$ cat config.mk
export PLATFORM = sky130hd
export DESIGN_NAME = matmul_scratchpad_flat
export DESIGN_NICKNAME = d
export VERILOG_FILES = /design/src/rtl/matmul_scratchpad_pkg.sv /design/src/rtl/matmul_scratchpad_if.sv /design/src/rtl/matmul_sp_reader.sv /design/src/rtl/matmul_scratchpad.sv /design/src/flat_wrapper.sv
export SDC_FILE = /design/constraint.sdc
export NUM_CORES = 1
export LEC_CHECK = 0
export CORE_MARGIN = 2
export CORE_UTILIZATION = 45
export CTS_CLUSTER_SIZE = 14
export DETAILED_ROUTE_END_ITERATION = 7
export PLACE_DENSITY_LB_ADDON = 0.05
export SKIP_CTS_REPAIR_TIMING = 1
export SLEW_MARGIN = 20
export SYNTH_ARGS = -nofsm -noshare
export SYNTH_HDL_FRONTEND = slang
export SYNTH_SLANG_ARGS = --single-unit
$ cat constraint.sdc
create_clock -name clk_i -period 1.55 [get_ports clk_i]
set_input_delay 0.465 -clock clk_i [delete_from_list [all_inputs] [get_ports clk_i]]
set_output_delay 0.465 -clock clk_i [all_outputs]
set_load 0.05 [all_outputs]
$ cat src/rtl/matmul_scratchpad_pkg.sv
// Shared definitions for the matmul result scratchpad: operand codes, read FSM
// states and the geometry helpers used to size storage and address fields.
package matmul_scratchpad_pkg;

    localparam logic [4:0] OP_A = 5'b00100;
    localparam logic [4:0] OP_B = 5'b01000;
    localparam logic [4:0] OP_C = 5'b10000;

    typedef enum logic [1:0] {
        RD_IDLE,
        RD_STREAM,
        RD_HOLD
    } rd_state_e;

    function automatic int unsigned max_dim(int unsigned bus_w, int unsigned data_w);
        return bus_w / data_w;
    endfunction

    function automatic int unsigned nelem(int unsigned bus_w, int unsigned data_w);
        return max_dim(bus_w, data_w) * max_dim(bus_w, data_w);
    endfunction

    function automatic int unsigned idx_width(int unsigned bus_w, int unsigned data_w);
        int unsigned w;
        w = 2 * $clog2(max_dim(bus_w, data_w));
        return (w == 0) ? 1 : w;
    endfunction

    function automatic int unsigned bank_width(int unsigned ntargets);
        return (ntargets > 1) ? $clog2(ntargets) : 1;
    endfunction

endpackage

$ cat src/rtl/matmul_scratchpad_if.sv
// Write/read bundle between the matmul calc stage (master) and the result
// scratchpad (slave).
interface matmul_scratchpad_if
    import matmul_scratchpad_pkg::*;
#(
    parameter int unsigned BUS_WIDTH   = 16,
    parameter int unsigned ADDR_WIDTH  = 32,
    parameter int unsigned SP_NTARGETS = 4
);
    localparam int unsigned BW = bank_width(SP_NTARGETS);

    logic                   wr_en_i;
    logic [ADDR_WIDTH-1:0]  wr_addr_i;
    logic [BUS_WIDTH-1:0]   wr_data_i;
    logic                   wr_done_i;
    logic [BW-1:0]          wr_bank_i;
    logic [BUS_WIDTH-1:0]   flags_i;
    logic                   rd_start_i;
    logic [BW-1:0]          rd_bank_i;
    logic [BUS_WIDTH-1:0]   rd_data_o;
    logic                   rd_valid_o;
    logic [BUS_WIDTH-1:0]   rd_flags_o;
    logic [SP_NTARGETS-1:0] bank_valid_o;
    logic                   done_o;
    logic                   err_o;

    modport master (
        output wr_en_i, wr_addr_i, wr_data_i, wr_done_i, wr_bank_i, flags_i,
               rd_start_i, rd_bank_i,
        input  rd_data_o, rd_valid_o, rd_flags_o, bank_valid_o, done_o, err_o
    );

    modport slave (
        input  wr_en_i, wr_addr_i, wr_data_i, wr_done_i, wr_bank_i, flags_i,
               rd_start_i, rd_bank_i,
        output rd_data_o, rd_valid_o, rd_flags_o, bank_valid_o, done_o, err_o
    );

endinterface

$ cat src/rtl/matmul_sp_reader.sv
// Read-stream FSM: presents NELEM elements of the selected bank, one per cycle,
// on a registered data output, then holds zero until the request drops.
module matmul_sp_reader
    import matmul_scratchpad_pkg::*;
#(
    parameter int unsigned BUS_WIDTH = 16,
    parameter int unsigned NELEM     = 4,
    parameter int unsigned IW        = 2
) (
    input  logic                 clk_i,
    input  logic                 rst_ni,
    input  logic                 rd_start_i,
    input  logic [BUS_WIDTH-1:0] rd_elem_i,
    output logic [IW-1:0]        rd_idx_o,
    output logic [BUS_WIDTH-1:0] rd_data_o,
    output logic                 rd_valid_o,
    output logic                 last_o
);
    localparam logic [IW-1:0] LAST_IDX = IW'(NELEM - 1);

    rd_state_e            state_q, state_d;
    logic [IW-1:0]        cnt_q, cnt_d;
    logic [BUS_WIDTH-1:0] data_d;

    always_ff @(posedge clk_i or negedge rst_ni) begin
        if (!rst_ni) begin
            state_q   <= RD_IDLE;
            cnt_q     <= '0;
            rd_data_o <= '0;
        end else begin
            state_q   <= state_d;
            cnt_q     <= cnt_d;
            rd_data_o <= data_d;
        end
    end

    always_comb begin
        state_d = state_q;
        case (state_q)
            RD_IDLE:   if (rd_start_i) state_d = (NELEM == 1) ? RD_HOLD : RD_STREAM;
            RD_STREAM: if (!rd_start_i) state_d = RD_IDLE;
                       else if (cnt_q == LAST_IDX) state_d = RD_HOLD;
            RD_HOLD:   if (!rd_start_i) state_d = RD_IDLE;
            default:   state_d = RD_IDLE;
        endcase
    end

    // cnt_q is the index currently on rd_data_o; rd_idx_o selects the next one.
    always_comb begin
        rd_idx_o   = '0;
        cnt_d      = '0;
        data_d     = rd_elem_i;
        rd_valid_o = 1'b0;
        last_o     = 1'b0;
        case (state_q)
            RD_IDLE: begin
                rd_valid_o = rd_start_i & rst_ni;
                if (rd_start_i) begin
                    if (NELEM == 1) begin
                        last_o = 1'b1;
                        data_d = '0;
                    end else begin
                        rd_idx_o = IW'(1);
                        cnt_d    = IW'(1);
                    end
                end
            end
            RD_STREAM: begin
                rd_valid_o = 1'b1;
                if (rd_start_i) begin
                    if (cnt_q == LAST_IDX) begin
                        last_o = 1'b1;
                        data_d = '0;
                    end else begin
                        rd_idx_o = cnt_q + IW'(1);
                        cnt_d    = cnt_q + IW'(1);
                    end
                end
            end
            RD_HOLD: if (rd_start_i) data_d = '0;
            default: data_d = '0;
        endcase
    end

endmodule

$ cat src/rtl/matmul_scratchpad.sv
// Banked result scratchpad for the matmul calc stage: C-element write decode,
// per-bank storage and commit bits, consume-once read streaming.
// Optional per-bank flag storage is enabled by defining MATMUL_SP_FLAGS_EN.
module matmul_scratchpad
    import matmul_scratchpad_pkg::*;
#(
    parameter int unsigned DATA_WIDTH  = 8,
    parameter int unsigned BUS_WIDTH   = 16,
    parameter int unsigned ADDR_WIDTH  = 32,
    parameter int unsigned SP_NTARGETS = 4
) (
    input  logic               clk_i,
    input  logic               rst_ni,
    matmul_scratchpad_if.slave sp
);
    localparam int unsigned NELEM = nelem(BUS_WIDTH, DATA_WIDTH);
    localparam int unsigned IW    = idx_width(BUS_WIDTH, DATA_WIDTH);
    localparam int unsigned BW    = bank_width(SP_NTARGETS);

    logic [BUS_WIDTH-1:0]   mem [SP_NTARGETS][NELEM];
    logic [SP_NTARGETS-1:0] bank_valid_q;
    logic                   done_q, err_q;
    logic [IW-1:0]          wr_idx, rd_idx;
    logic                   idx_ok, wr_ok;
    logic [BUS_WIDTH-1:0]   rd_elem, rd_data;
    logic                   rd_valid, rd_last;

    assign wr_idx = sp.wr_addr_i[5 +: IW];

    if ((1 << IW) > NELEM) begin : g_idx_chk
        assign idx_ok = (int'(wr_idx) < int'(NELEM));
    end else begin : g_idx_full
        assign idx_ok = 1'b1;
    end

    assign wr_ok = sp.wr_en_i && (sp.wr_addr_i[4:0] == OP_C) && idx_ok;

    always_ff @(posedge clk_i or negedge rst_ni) begin
        if (!rst_ni) begin
            for (int unsigned b = 0; b < SP_NTARGETS; b++)
                for (int unsigned e = 0; e < NELEM; e++)
                    mem[b][e] <= '0;
            bank_valid_q <= '0;
            done_q       <= 1'b0;
            err_q        <= 1'b0;
        end else begin
            if (wr_ok)
                mem[sp.wr_bank_i][wr_idx] <= sp.wr_data_i;
            if (sp.wr_en_i && !wr_ok)
                err_q <= 1'b1;
            done_q <= sp.wr_done_i;
            // A commit to a bank outranks the consume-once clear of that bank.
            for (int unsigned b = 0; b < SP_NTARGETS; b++) begin
                if (sp.wr_done_i && (sp.wr_bank_i == BW'(b)))
                    bank_valid_q[b] <= 1'b1;
                else if (rd_last && (sp.rd_bank_i == BW'(b)))
                    bank_valid_q[b] <= 1'b0;
            end
        end
    end

    assign rd_elem = bank_valid_q[sp.rd_bank_i] ? mem[sp.rd_bank_i][rd_idx] : '0;

    matmul_sp_reader #(
        .BUS_WIDTH (BUS_WIDTH),
        .NELEM     (NELEM),
        .IW        (IW)
    ) u_reader (
        .clk_i      (clk_i),
        .rst_ni     (rst_ni),
        .rd_start_i (sp.rd_start_i),
        .rd_elem_i  (rd_elem),
        .rd_idx_o   (rd_idx),
        .rd_data_o  (rd_data),
        .rd_valid_o (rd_valid),
        .last_o     (rd_last)
    );

`ifdef MATMUL_SP_FLAGS_EN
    logic [BUS_WIDTH-1:0] flags_q [SP_NTARGETS];
    logic [BUS_WIDTH-1:0] rd_flags_q;

    always_ff @(posedge clk_i or negedge rst_ni) begin
        if (!rst_ni) begin
            for (int unsigned b = 0; b < SP_NTARGETS; b++)
                flags_q[b] <= '0;
            rd_flags_q <= '0;
        end else begin
            if (sp.wr_done_i)
                flags_q[sp.wr_bank_i] <= sp.flags_i;
            rd_flags_q <= flags_q[sp.rd_bank_i];
        end
    end

    assign sp.rd_flags_o = rd_flags_q;
`else
    logic unused_flags;
    assign unused_flags  = ^sp.flags_i;
    assign sp.rd_flags_o = '0;
`endif

    if (ADDR_WIDTH > 5 + IW) begin : g_addr_hi
        logic unused_addr_hi;
        assign unused_addr_hi = ^sp.wr_addr_i[ADDR_WIDTH-1:5+IW];
    end

    assign sp.rd_data_o    = rd_data;
    assign sp.rd_valid_o   = rd_valid;
    assign sp.bank_valid_o = bank_valid_q;
    assign sp.done_o       = done_q;
    assign sp.err_o        = err_q;

endmodule

$ cat src/flat_wrapper.sv
// flat-port wrapper written by rule: the top's interface ports become plain ports
module matmul_scratchpad_flat import matmul_scratchpad_pkg::*;
#(
    parameter int unsigned DATA_WIDTH  = 8,
    parameter int unsigned BUS_WIDTH   = 16,
    parameter int unsigned ADDR_WIDTH  = 32,
    parameter int unsigned SP_NTARGETS = 4
)
  (clk_i, rst_ni, sp_wr_en_i, sp_wr_addr_i, sp_wr_data_i, sp_wr_done_i, sp_wr_bank_i, sp_flags_i, sp_rd_start_i, sp_rd_bank_i, sp_rd_data_o, sp_rd_valid_o, sp_rd_flags_o, sp_bank_valid_o, sp_done_o, sp_err_o);
  matmul_scratchpad_if #(.BUS_WIDTH(BUS_WIDTH), .ADDR_WIDTH(ADDR_WIDTH), .SP_NTARGETS(SP_NTARGETS)) sp_i ();
  input  logic clk_i;
  input  logic rst_ni;
  input wire logic [$bits(sp_i.wr_en_i)-1:0] sp_wr_en_i;
  input wire logic [$bits(sp_i.wr_addr_i)-1:0] sp_wr_addr_i;
  input wire logic [$bits(sp_i.wr_data_i)-1:0] sp_wr_data_i;
  input wire logic [$bits(sp_i.wr_done_i)-1:0] sp_wr_done_i;
  input wire logic [$bits(sp_i.wr_bank_i)-1:0] sp_wr_bank_i;
  input wire logic [$bits(sp_i.flags_i)-1:0] sp_flags_i;
  input wire logic [$bits(sp_i.rd_start_i)-1:0] sp_rd_start_i;
  input wire logic [$bits(sp_i.rd_bank_i)-1:0] sp_rd_bank_i;
  output wire logic [$bits(sp_i.rd_data_o)-1:0] sp_rd_data_o;
  output wire logic [$bits(sp_i.rd_valid_o)-1:0] sp_rd_valid_o;
  output wire logic [$bits(sp_i.rd_flags_o)-1:0] sp_rd_flags_o;
  output wire logic [$bits(sp_i.bank_valid_o)-1:0] sp_bank_valid_o;
  output wire logic [$bits(sp_i.done_o)-1:0] sp_done_o;
  output wire logic [$bits(sp_i.err_o)-1:0] sp_err_o;
  assign sp_i.wr_en_i = sp_wr_en_i;
  assign sp_i.wr_addr_i = sp_wr_addr_i;
  assign sp_i.wr_data_i = sp_wr_data_i;
  assign sp_i.wr_done_i = sp_wr_done_i;
  assign sp_i.wr_bank_i = sp_wr_bank_i;
  assign sp_i.flags_i = sp_flags_i;
  assign sp_i.rd_start_i = sp_rd_start_i;
  assign sp_i.rd_bank_i = sp_rd_bank_i;
  assign sp_rd_data_o = sp_i.rd_data_o;
  assign sp_rd_valid_o = sp_i.rd_valid_o;
  assign sp_rd_flags_o = sp_i.rd_flags_o;
  assign sp_bank_valid_o = sp_i.bank_valid_o;
  assign sp_done_o = sp_i.done_o;
  assign sp_err_o = sp_i.err_o;
  matmul_scratchpad #(.DATA_WIDTH(DATA_WIDTH), .BUS_WIDTH(BUS_WIDTH), .ADDR_WIDTH(ADDR_WIDTH), .SP_NTARGETS(SP_NTARGETS)) u_core (.clk_i(clk_i), .rst_ni(rst_ni), .sp(sp_i));
endmodule
==> impl_metrics.toml <==
[run_status]
status = "finished, violations left"
violations = "negative hold slack, negative setup slack"

[synth]
synthCells = 795
synth_cell_types = 38
synth_area_um2 = 12800
syn_area_per_cell_um2 = 16.0
seq_area_frac_synth = 0.553
ys_seq_elements = 282
ys_warn_count = 0

[critical_path]
arrival_ns = 2.62
crit_chain = "clkbuf_2 -> or4b_4 -> or4b_4 -> buf_6 -> nor3_4 -> buf_12 -> clkbuf_16 -> mux2_4"
max_stage_delay_ns = 0.55
cp_common_cell = "or4b_4"
cp_slowest_cell = "or4b_4"
critical_path_class = "in -> reg"
startpoint = "sp_wr_addr_i[2]"
path_buf_inv = 4
worstSetupStartpointType = "input port"
crit_path_max_fanout = 8
cp.required_ns = 1.98
cpLargestDelayFamily = "simple AND/OR/NAND/NOR gates"
r2r-start = "u_core.sp.bank_valid_o[3]"
setup.worst_path.end_class = "flop"

[timing]
finalMaxSlewViolations = 0
layout_min_cycle_time_ns = 2.19
worst_slack_ns = -0.641
slew_headroom = 0.440
hold_viol = 63
finClkSkew_ns = 0.0108
hold_ws_ns = -0.0719
worstMarginPinSlew_ns = 0.837
fin_crit_sh = 1.41
fmaxAchievable_mhz = 457
setup_viol = 295
rsz0062_at_grt = "yes"
final.setup.tns_ns = -123.24

[finish]
layout_commonest_cell = "dfrtp_1"
mostFrequentLayoutCells = "dfrtp_1, mux2_2, mux2_4"
num_antenna_cells = 0
fin_cells = 1313
final_layout_size_suffix_gt1_frac = 0.567
fin_util = 0.594
nets = 985
syn_to_final_growth_pct = 29.6
fill_cells = 2116

[clock_tree]
cts_buffers = 31
htreeDepth = 1
cts_tree = "yes"
path_clk_slew_ns = 0.06
clk-insertion-delay-late_ns = 0.55
cts_root_buf = "clkbuf_16"
clock-sinks = 282
ctsLongestPathBuffers = 3

[floorplan]
io_pins = 112
die_w_um = 172
start_util = 0.458
core_um2 = 27900
row_count = 61
dieArea_um2 = 29700
die_h_um = 172

[place]
dp_hpwl_um = 19100
gp_congestion = 0.735
dpl.cell_count = 1240
io_buffers = 54

[power_and_ir_drop]
clkPwrFrac = 0.456
power.switching_mw = 3.86
combPwrFrac = 0.090
p_leak_nw = 7.88
irDropWorstVdd_mv = 0.764
switching_share = 0.228
design_power_total_mw = 16.9
p_seq_frac = 0.454
power.density_nw_per_um2 = 1020
internal-power_mw = 13.1

[global_routing]
gr-total-overflow = 0
grt_pass1_wl_um = 46800
grt_max_degree = 74
grt_usage = 0.209
grt_pass1_vias = 7931
grt_antenna_before_repair = 0

[route]
drtIter0Drc = 314
first_pass_iters = 4
via_count = 7250
wl_um = 32000
drc = 0
ant_nets = 0
via_per_inst = 5.52
wl_per_cell_um = 24.3

[min_path]
hold_path.class = "in -> async"

[flow_run]
drv_cap = 0
## per-layer routing
| layer | vias up | GRT usage | share of wire |
|---|---|---|---|
| li1 | 3159 | - | - |
| met1 | 3914 | 0.293 | 0.45 |
| met2 | 139 | 0.349 | 0.51 |
| met3 | 38 | 0.0256 | 0.029 |
| met4 | 0 | 0.0493 | 0.014 |
| met5 | - | 0 | 0 |
## cell type report
type | count | area (µm²) | area share
sequential | 282 | 7060 | 0.427
multi-input combinational | 447 | 5820 | 0.352
timing repair buffer | 145 | 2090 | 0.127
clock buffer | 42 | 847 | 0.0512
tap | 378 | 473 | 0.0286
clock inverter | 15 | 229 | 0.0138
inverter | 4 | 15.0 | 0.000908
## state kept, by name, indices dropped and copies added, names as in the netlist
signal / count
u_core.u_reader.cnt_q: 2
u_core.sp.bank_valid_o: 4
u_core.u_reader.rd_data_o: 16
u_core.sp.err_o: 1
u_core.u_reader.state_q: 2
u_core.mem: 256
u_core.sp.done_o: 1
## path summary, 6_finish.rpt
check	slack (ns)	cells past startpoint	end
worst max register to register	-0.18	6	u_core.u_reader.rd_data_o[8]
worst max-delay path	-0.64	8	u_core.mem[250]
worst min-delay path	-0.07	2	u_core.mem[67]
worst min register to register	0.49	1	u_core.mem[169]
max in group asynchronous	0.76	3	u_core.mem[59]
min in group clk_i	0.31	4	u_core.sp.err_o
## synth_stat cells
library cell	count	area share
ha_1	1	0.00098
dfrtp_1	282	0.55
mux2_4	20	0.024
or4b_4	1	0.0011
nand4_1	1	0.00049
or4b_1	1	0.00078
mux4_2	65	0.11
nor2_1	3	0.00088
o22ai_1	16	0.0078
and3_1	1	0.00049
or4_1	2	0.0012
buf_1	6	0.0018
o21ai_0	2	0.00078
inv_1	4	0.0012
nand2_1	14	0.0041
nand3_1	1	0.00039
o41ai_1	1	0.00069
a21o_1	1	0.00059
buf_4	24	0.014
nor2b_1	4	0.0020
nor2_2	5	0.0025
nor3_1	2	0.00078
a22o_1	2	0.0014
nor4_2	1	0.00098
nand2b_1	9	0.0044
conb_1	1	0.00029
buf_2	8	0.0031
nor2_4	4	0.0035
buf_6	6	0.0053
nor3_4	1	0.0013
and2_1	1	0.00049
a21oi_1	2	0.00078
mux2_1	3	0.0026
clkbuf_1	33	0.0097
mux2_2	233	0.21
mux2i_1	32	0.025
a32o_1	1	0.00078
nand4b_1	1	0.00069
## power by group through the flow
stage,Clock [mW],Combinational [mW],Sequential (mW)
finish,7.73,1.52,7.68
global placement,0,1.37,7.79
floorplan,0,0.749,7.84
CTS,7.91,1.41,7.68
global route,8.20,1.63,7.70
detailed placement,0,1.41,7.81
## per-stage QoR
| stage | hold WS (ns) | area [µm²] | worst slack (ns) |
|---|---|---|---|
| 6_report | -0.0719 | 16500 | -0.641 |
| 2_1_floorplan | 0.169 | 13100 | -0.976 |
| 4_1_cts | -0.0637 | 15800 | -0.833 |
| 3_3_place_gp | 0.465 | 14700 | -1.40 |
| 5_1_grt | -0.0408 | 16500 | -0.661 |
| 3_5_place_dp | 0.475 | 14700 | -1.41 |
## kinds of logic (layout without fill, tap and decap cells)
kind of cell               count (synthesis)  in the layout  share of synthesized area
other                                      1             16                   0.000294
DFF                                      282            282                      0.553
adders and majority gates                  1              1                   0.000980
and+or+nand+nor                           52             52                     0.0260
muxes                                    353            353                      0.372
buffers and inverters                     81            206                     0.0352
AOI/OAI and AO/OA                         25             25                     0.0128
(Power assumes the default switching activity.)
==> RTL change 1, RTL diff (config.mk and constraints unchanged) <==
`BUS_WIDTH` is set to 16 in 4 places; all go to 24.
--- a/src/rtl/matmul_scratchpad_if.sv
+++ b/src/rtl/matmul_scratchpad_if.sv
@@ -3,7 +3,7 @@
 interface matmul_scratchpad_if
     import matmul_scratchpad_pkg::*;
 #(
-    parameter int unsigned BUS_WIDTH   = 16,
+    parameter int unsigned BUS_WIDTH   = 24,
     parameter int unsigned ADDR_WIDTH  = 32,
     parameter int unsigned SP_NTARGETS = 4
 );
--- a/src/rtl/matmul_sp_reader.sv
+++ b/src/rtl/matmul_sp_reader.sv
@@ -3,7 +3,7 @@
 module matmul_sp_reader
     import matmul_scratchpad_pkg::*;
 #(
-    parameter int unsigned BUS_WIDTH = 16,
+    parameter int unsigned BUS_WIDTH = 24,
     parameter int unsigned NELEM     = 4,
     parameter int unsigned IW        = 2
 ) (
--- a/src/rtl/matmul_scratchpad.sv
+++ b/src/rtl/matmul_scratchpad.sv
@@ -5,7 +5,7 @@
     import matmul_scratchpad_pkg::*;
 #(
     parameter int unsigned DATA_WIDTH  = 8,
-    parameter int unsigned BUS_WIDTH   = 16,
+    parameter int unsigned BUS_WIDTH   = 24,
     parameter int unsigned ADDR_WIDTH  = 32,
     parameter int unsigned SP_NTARGETS = 4
 ) (
--- a/src/flat_wrapper.sv
+++ b/src/flat_wrapper.sv
@@ -2,7 +2,7 @@
 module matmul_scratchpad_flat import matmul_scratchpad_pkg::*;
 #(
     parameter int unsigned DATA_WIDTH  = 8,
-    parameter int unsigned BUS_WIDTH   = 16,
+    parameter int unsigned BUS_WIDTH   = 24,
     parameter int unsigned ADDR_WIDTH  = 32,
     parameter int unsigned SP_NTARGETS = 4
 )
Ports: changed (resized sp_flags_i, sp_rd_data_o, sp_rd_flags_o and sp_wr_data_i); port bits go from 112 to 144. No check against the original RTL was run, so the function may have changed too.
==> RTL change 1 against the unedited design <==
  * The flow finishes with violations (negative setup slack)
  * Combinational power up 130%
  * Worst setup slack worse by 0.16 ns
  * Hold slack better by 0.18 ns
  * Sequential cell count up 618
  * Clock skew up 0.0072 ns
  * Highest routed layer is now met5
  * Count of clock-buffer cells in the layout up 102
  * Register-to-register slack worse by 0.62 ns
  * Cell count rose to 3.4 times the old value
  * Final area rose to 3.3 times the old value
  * Wire length rose to 4.0 times the old value
  * Total power rose to 3.0 times the old value
  * Sequential share of layout area down 2.0 points
  * Non-clock buffer count up 449
  * Synthesized area rose to 3.3 times the old value
==> RTL change 1: results (changes against the unedited design) <==
metric,value,unit,change
synth_compound_area_share,3.761,%,was 1.285%
htree_levels,3,,was 1
avgRoutedWirePerCell,28.43,um,was 24.34 um
vias_per_cell,5.811,,was 5.522
synthXorXnorAreaFrac,0.02050,%,was 0%
ys_seq_area_share,52.72,%,was 55.30%
fin_nets,3233,,was 985
port_buffers,72,,was 54
grt_antenna_before_repair,1,,was 0
grt_pass1_vias,27850,,was 7931
synth.area.top_cells,"dfrtp_1 53%, mux2_2 16%, mux4_2 11%",,"was dfrtp_1 55%, mux2_2 21%, mux4_2 11%"
critPathMaxStageDelay,0.37,ns,was 0.55 ns
worstHoldStart,sp_wr_bank_i[0],,
grt_usage,25.58,%,was 20.89%
muxShareOfSynthArea,35.47,%,was 37.16%
synth_common_cells,"900 x dfrtp_1, 619 x mux2_2, 217 x mux4_2",,"was 282 x dfrtp_1, 233 x mux2_2, 65 x mux4_2"
hold_path_class,input port to flop,,was input port to async pin
grt_max_degree,59,,was 74
dpl_cell_area,50080,um2,was 14720 um2
worstReg2RegStart,u_core.u_reader.cnt_q[0]$_DFF_PN0_,,was u_core.sp.bank_valid_o[3]$_DFFE_PN0P_
pg_comb,3.55,mW,was 1.52 mW
dpl.hpwl,83.46,mm,was 19.06 mm
crit_arrival,2.89,ns,was 2.62 ns
whs_path_depth,2,,
seqPwrFrac,46.0,%,was 45.4%
cp_top_family,compound AO/OA/AOI/OAI gates,,was simple AND/OR/NAND/NOR gates
worstSetupEndpoint,u_core.u_reader.rd_data_o[21]$_DFF_PN0_,,was u_core.mem[250]$_DFFE_PN0P_
whs,0.1123,ns,was -0.07185 ns
status,finished with violations,,unchanged
yosys_warnings,0,,unchanged
fin_cells,4485,,was 1313
internal-power,39.44,mW,was 13.07 mW
p_leak,26.60,nW,was 7.883 nW
criticalPathCategory,flop to flop,,was input port to flop
violations,negative setup slack,,"was negative hold slack, negative setup slack"
layout_setup_ws,-0.8021,ns,was -0.6405 ns
fin_skew,0.01799,ns,was 0.01079 ns
clock_latency,0.69,ns,was 0.55 ns
setup_violations,907,,was 295
postSynthCellCount,2706,,was 795
swShare,23.50,%,was 22.78%
worst_r2r_path_depth,11,,was 6
grt_pass1_wl,186.0,mm,was 46.75 mm
drt_iter0_drc,1809,,was 314
irDropWorstVdd,0.8054,mV,was 0.7636 mV
drive_above_1_share,59.57,%,was 56.68%
synth_adder_area_share,0.05858,%,was 0.09806%
place_ws,-1.745,ns,was -1.413 ns
cts_buffers,102,,was 31
crit_path_top_delay_cell,dfrtp_1,,was or4b_4
setup_tns,-192.80,ns,was -123.24 ns
drtPass1Iterations,6,,was 4
dp_cells,4242,,was 1240
synth_cell_type_count,54,,was 38
gp_congestion,0.8439,,was 0.7353
-- RTL change 1: cell count changes after synthesis, moves of 26 or more --
cell,before,now
nor2b_1,4,37
mux2_2,233,619
nand4_1,1,49
mux4_2,65,217
o31ai_1,0,72
buf_2,8,70
mux2_4,20,140
o211ai_1,0,26
dfrtp_1,282,900
inv_1,4,32
mux2_1,3,106
clkbuf_1,33,139
mux2i_1,32,0
-- RTL change 1: metal layers --
metal / routed length (um) / GRT usage [%]
met1: 57930 / 36.49
met2: 60560 / 40.07
met3: 5338 / 4.678
met4: 3668 / 7.736
met5: 10 / 0
-- RTL change 1: area by class of cell --
cell class | instances | area [um2]
Antenna cell | 2 | 5.005
Inverter | 32 | 120.1
Fill cell | 7207 | 39210
Clock inverter | 36 | 330.3
Sequential cell | 900 | 22530
Tap cell | 1265 | 1583
Clock buffer | 144 | 3035
Timing Repair Buffer | 594 | 7775
Multi-Input combinational cell | 1512 | 20000
==> RTL change 2, RTL diff (same settings) <==
Without the edit above. Encoding of `rd_state_e`: now one-hot (3 bits for 3 states).
--- a/src/rtl/matmul_scratchpad_pkg.sv
+++ b/src/rtl/matmul_scratchpad_pkg.sv
@@ -6,10 +6,10 @@
     localparam logic [4:0] OP_B = 5'b01000;
     localparam logic [4:0] OP_C = 5'b10000;
 
-    typedef enum logic [1:0] {
-        RD_IDLE,
-        RD_STREAM,
-        RD_HOLD
+    typedef enum logic [2:0] {
+        RD_IDLE   = 3'b001,
+        RD_STREAM = 3'b010,
+        RD_HOLD   = 3'b100
     } rd_state_e;
 
     function automatic int unsigned max_dim(int unsigned bus_w, int unsigned data_w);
Function: same outputs for any inputs over 4 cycles, from zero or initial values and one cycle with rst_ni low; so few cycles prove little.
==> RTL change 2 against the unedited design <==
  * The run ends with negative setup slack left
  * Final area up 7.8%
  * Clock skew up 0.0043 ns
  * Wire length up 7.8%
  * Critical path depth down 3
  * Total power up 4.7%
  * Non-clock buffer count up 51
  * Sequential share of layout area down 2.9 points
  * Worst setup slack better by 0.12 ns
  * Sequential cell count up 1
  * Synthesized area up 0.22%
  * Cell count up 4.3%
  * Critical path type is now flop to output port
  * Critical endpoint is now sp_rd_valid_o
==> RTL change 2: results (changes against the unedited design) <==
metric,value,unit,change
status,finished with violations,,unchanged
violations,negative setup slack,,"was negative hold slack, negative setup slack"
fill_cells,1963,,was 2116
rrSetupSlack,-0.38,ns,was -0.18 ns
setup_violations,278,,was 295
synth_compound_area_share,1.389,%,was 1.285%
grt_max_degree,76,,was 74
grt_pass1_vias,8140,,was 7931
cts_buffers,34,,was 31
crit_arrival,1.60,ns,was 2.62 ns
grt_antenna_before_repair,1,,was 0
wirelength,34.45,mm,was 31.96 mm
synth_top_area_share,55.19,%,was 55.30%
muxShareOfSynthArea,36.58,%,was 37.16%
layout_setup_ws,-0.5174,ns,was -0.6405 ns
synth_adder_area_share,0.09785,%,was 0.09806%
drt_iter0_drc,345,,was 314
cp_top_family,flip-flops,,was simple AND/OR/NAND/NOR gates
synthXorXnorAreaFrac,0.1370,%,was 0%
p_leak,8.273,nW,was 7.883 nW
fin_skew,0.01510,ns,was 0.01079 ns
drive_above_1_share,60.48,%,was 56.68%
synth.area.top_cells,"dfrtp_1 55%, mux2_2 23%, mux4_2 11%",,"was dfrtp_1 55%, mux2_2 21%, mux4_2 11%"
fin_nets,1042,,was 985
irDropWorstVdd,0.8144,mV,was 0.7636 mV
crit_path_top_delay_cell,dfstp_2,,was or4b_4
vias_per_cell,5.531,,was 5.522
grt_usage,21.74,%,was 20.89%
crit_fanout,3,,was 8
clock_latency,0.51,ns,was 0.55 ns
[RTL change 2: worst reg2reg max path, cell delays in order (launching register included)]
cell     delay, ns
dfstp_2       0.55
buf_4         0.12
buf_4         0.11
nor3_1        0.05
o31a_1        0.37
buf_4         0.17
nand2_4       0.09
buf_6         0.14
buf_12        0.13
o22ai_1       0.09
[RTL change 2: cell type report]
class	count	area, um2	share of cell area [%]
flip-flops and latches	283	7088	39.75
multi-input cells	451	6549	36.72
repair buffers	196	2581	14.48
clock buffers	50	1002	5.620
well taps	378	473.0	2.652
clock inverters	10	131.4	0.7367
inverters	2	7.507	0.04210
[RTL change 2: layer usage]
| metal | vias up | global-route usage, % | wire (um) |
|---|---|---|---|
| li1 | 3263 | - | - |
| met1 | 4146 | 29.92 | 15340 |
| met2 | 122 | 36.51 | 17290 |
| met3 | 46 | 3.034 | 1265 |
| met4 | 0 | 5.805 | 554 |
| met5 | - | 0 | 0 |
[RTL change 2: report_power, final]
| part | total (mW) | switching, mW | internal, mW |
|---|---|---|---|
| Clock | 8.06 | 3.08 | 4.98 |
| Sequential | 7.73 | 0.133 | 7.60 |
| Combinational | 1.93 | 0.979 | 0.951 |
| Total | 17.7 | 4.19 | 13.5 |
[RTL change 2: final timing paths]
kind	end
min in group asynchronous	u_core.u_reader.state_q[2]$_DFFE_PN0P_
worst min register to register	u_core.mem[145]$_DFFE_PN0P_
worst max-delay path	sp_rd_valid_o
max in group asynchronous	u_core.mem[198]$_DFFE_PN0P_
worst max register to register	u_core.u_reader.rd_data_o[5]$_DFF_PN0_
worst min-delay path	u_core.sp.err_o$_DFFE_PN0P_
[RTL change 2: cell families (layout without fill, tap and decap cells)]
logic type / count (synthesis) / in the layout
buffers and inverters: 79 / 258
adder cells (fa/ha/maj): 1 / 1
AND/OR/NAND/NOR: 52 / 52
AO/OA/AOI/OAI: 26 / 26
XOR/XNOR: 2 / 2
multiplexers: 354 / 354
flip-flops: 283 / 283
other: 1 / 16
[RTL change 2: per-stage QoR]
step	total power, mW	hold slack, ns	instances	area [um2]	worst slack [ns]
global placement	9.473	0.4833	1279	15080	-1.011
finish	17.72	0.2165	1370	17830	-0.5174
detailed placement	9.528	0.4906	1279	15080	-0.9798
CTS	17.62	-0.02338	1339	16220	-0.7160
global route	18.32	0.2265	1370	17830	-0.5870
floorplan	8.722	0.1694	813	13210	-0.4713
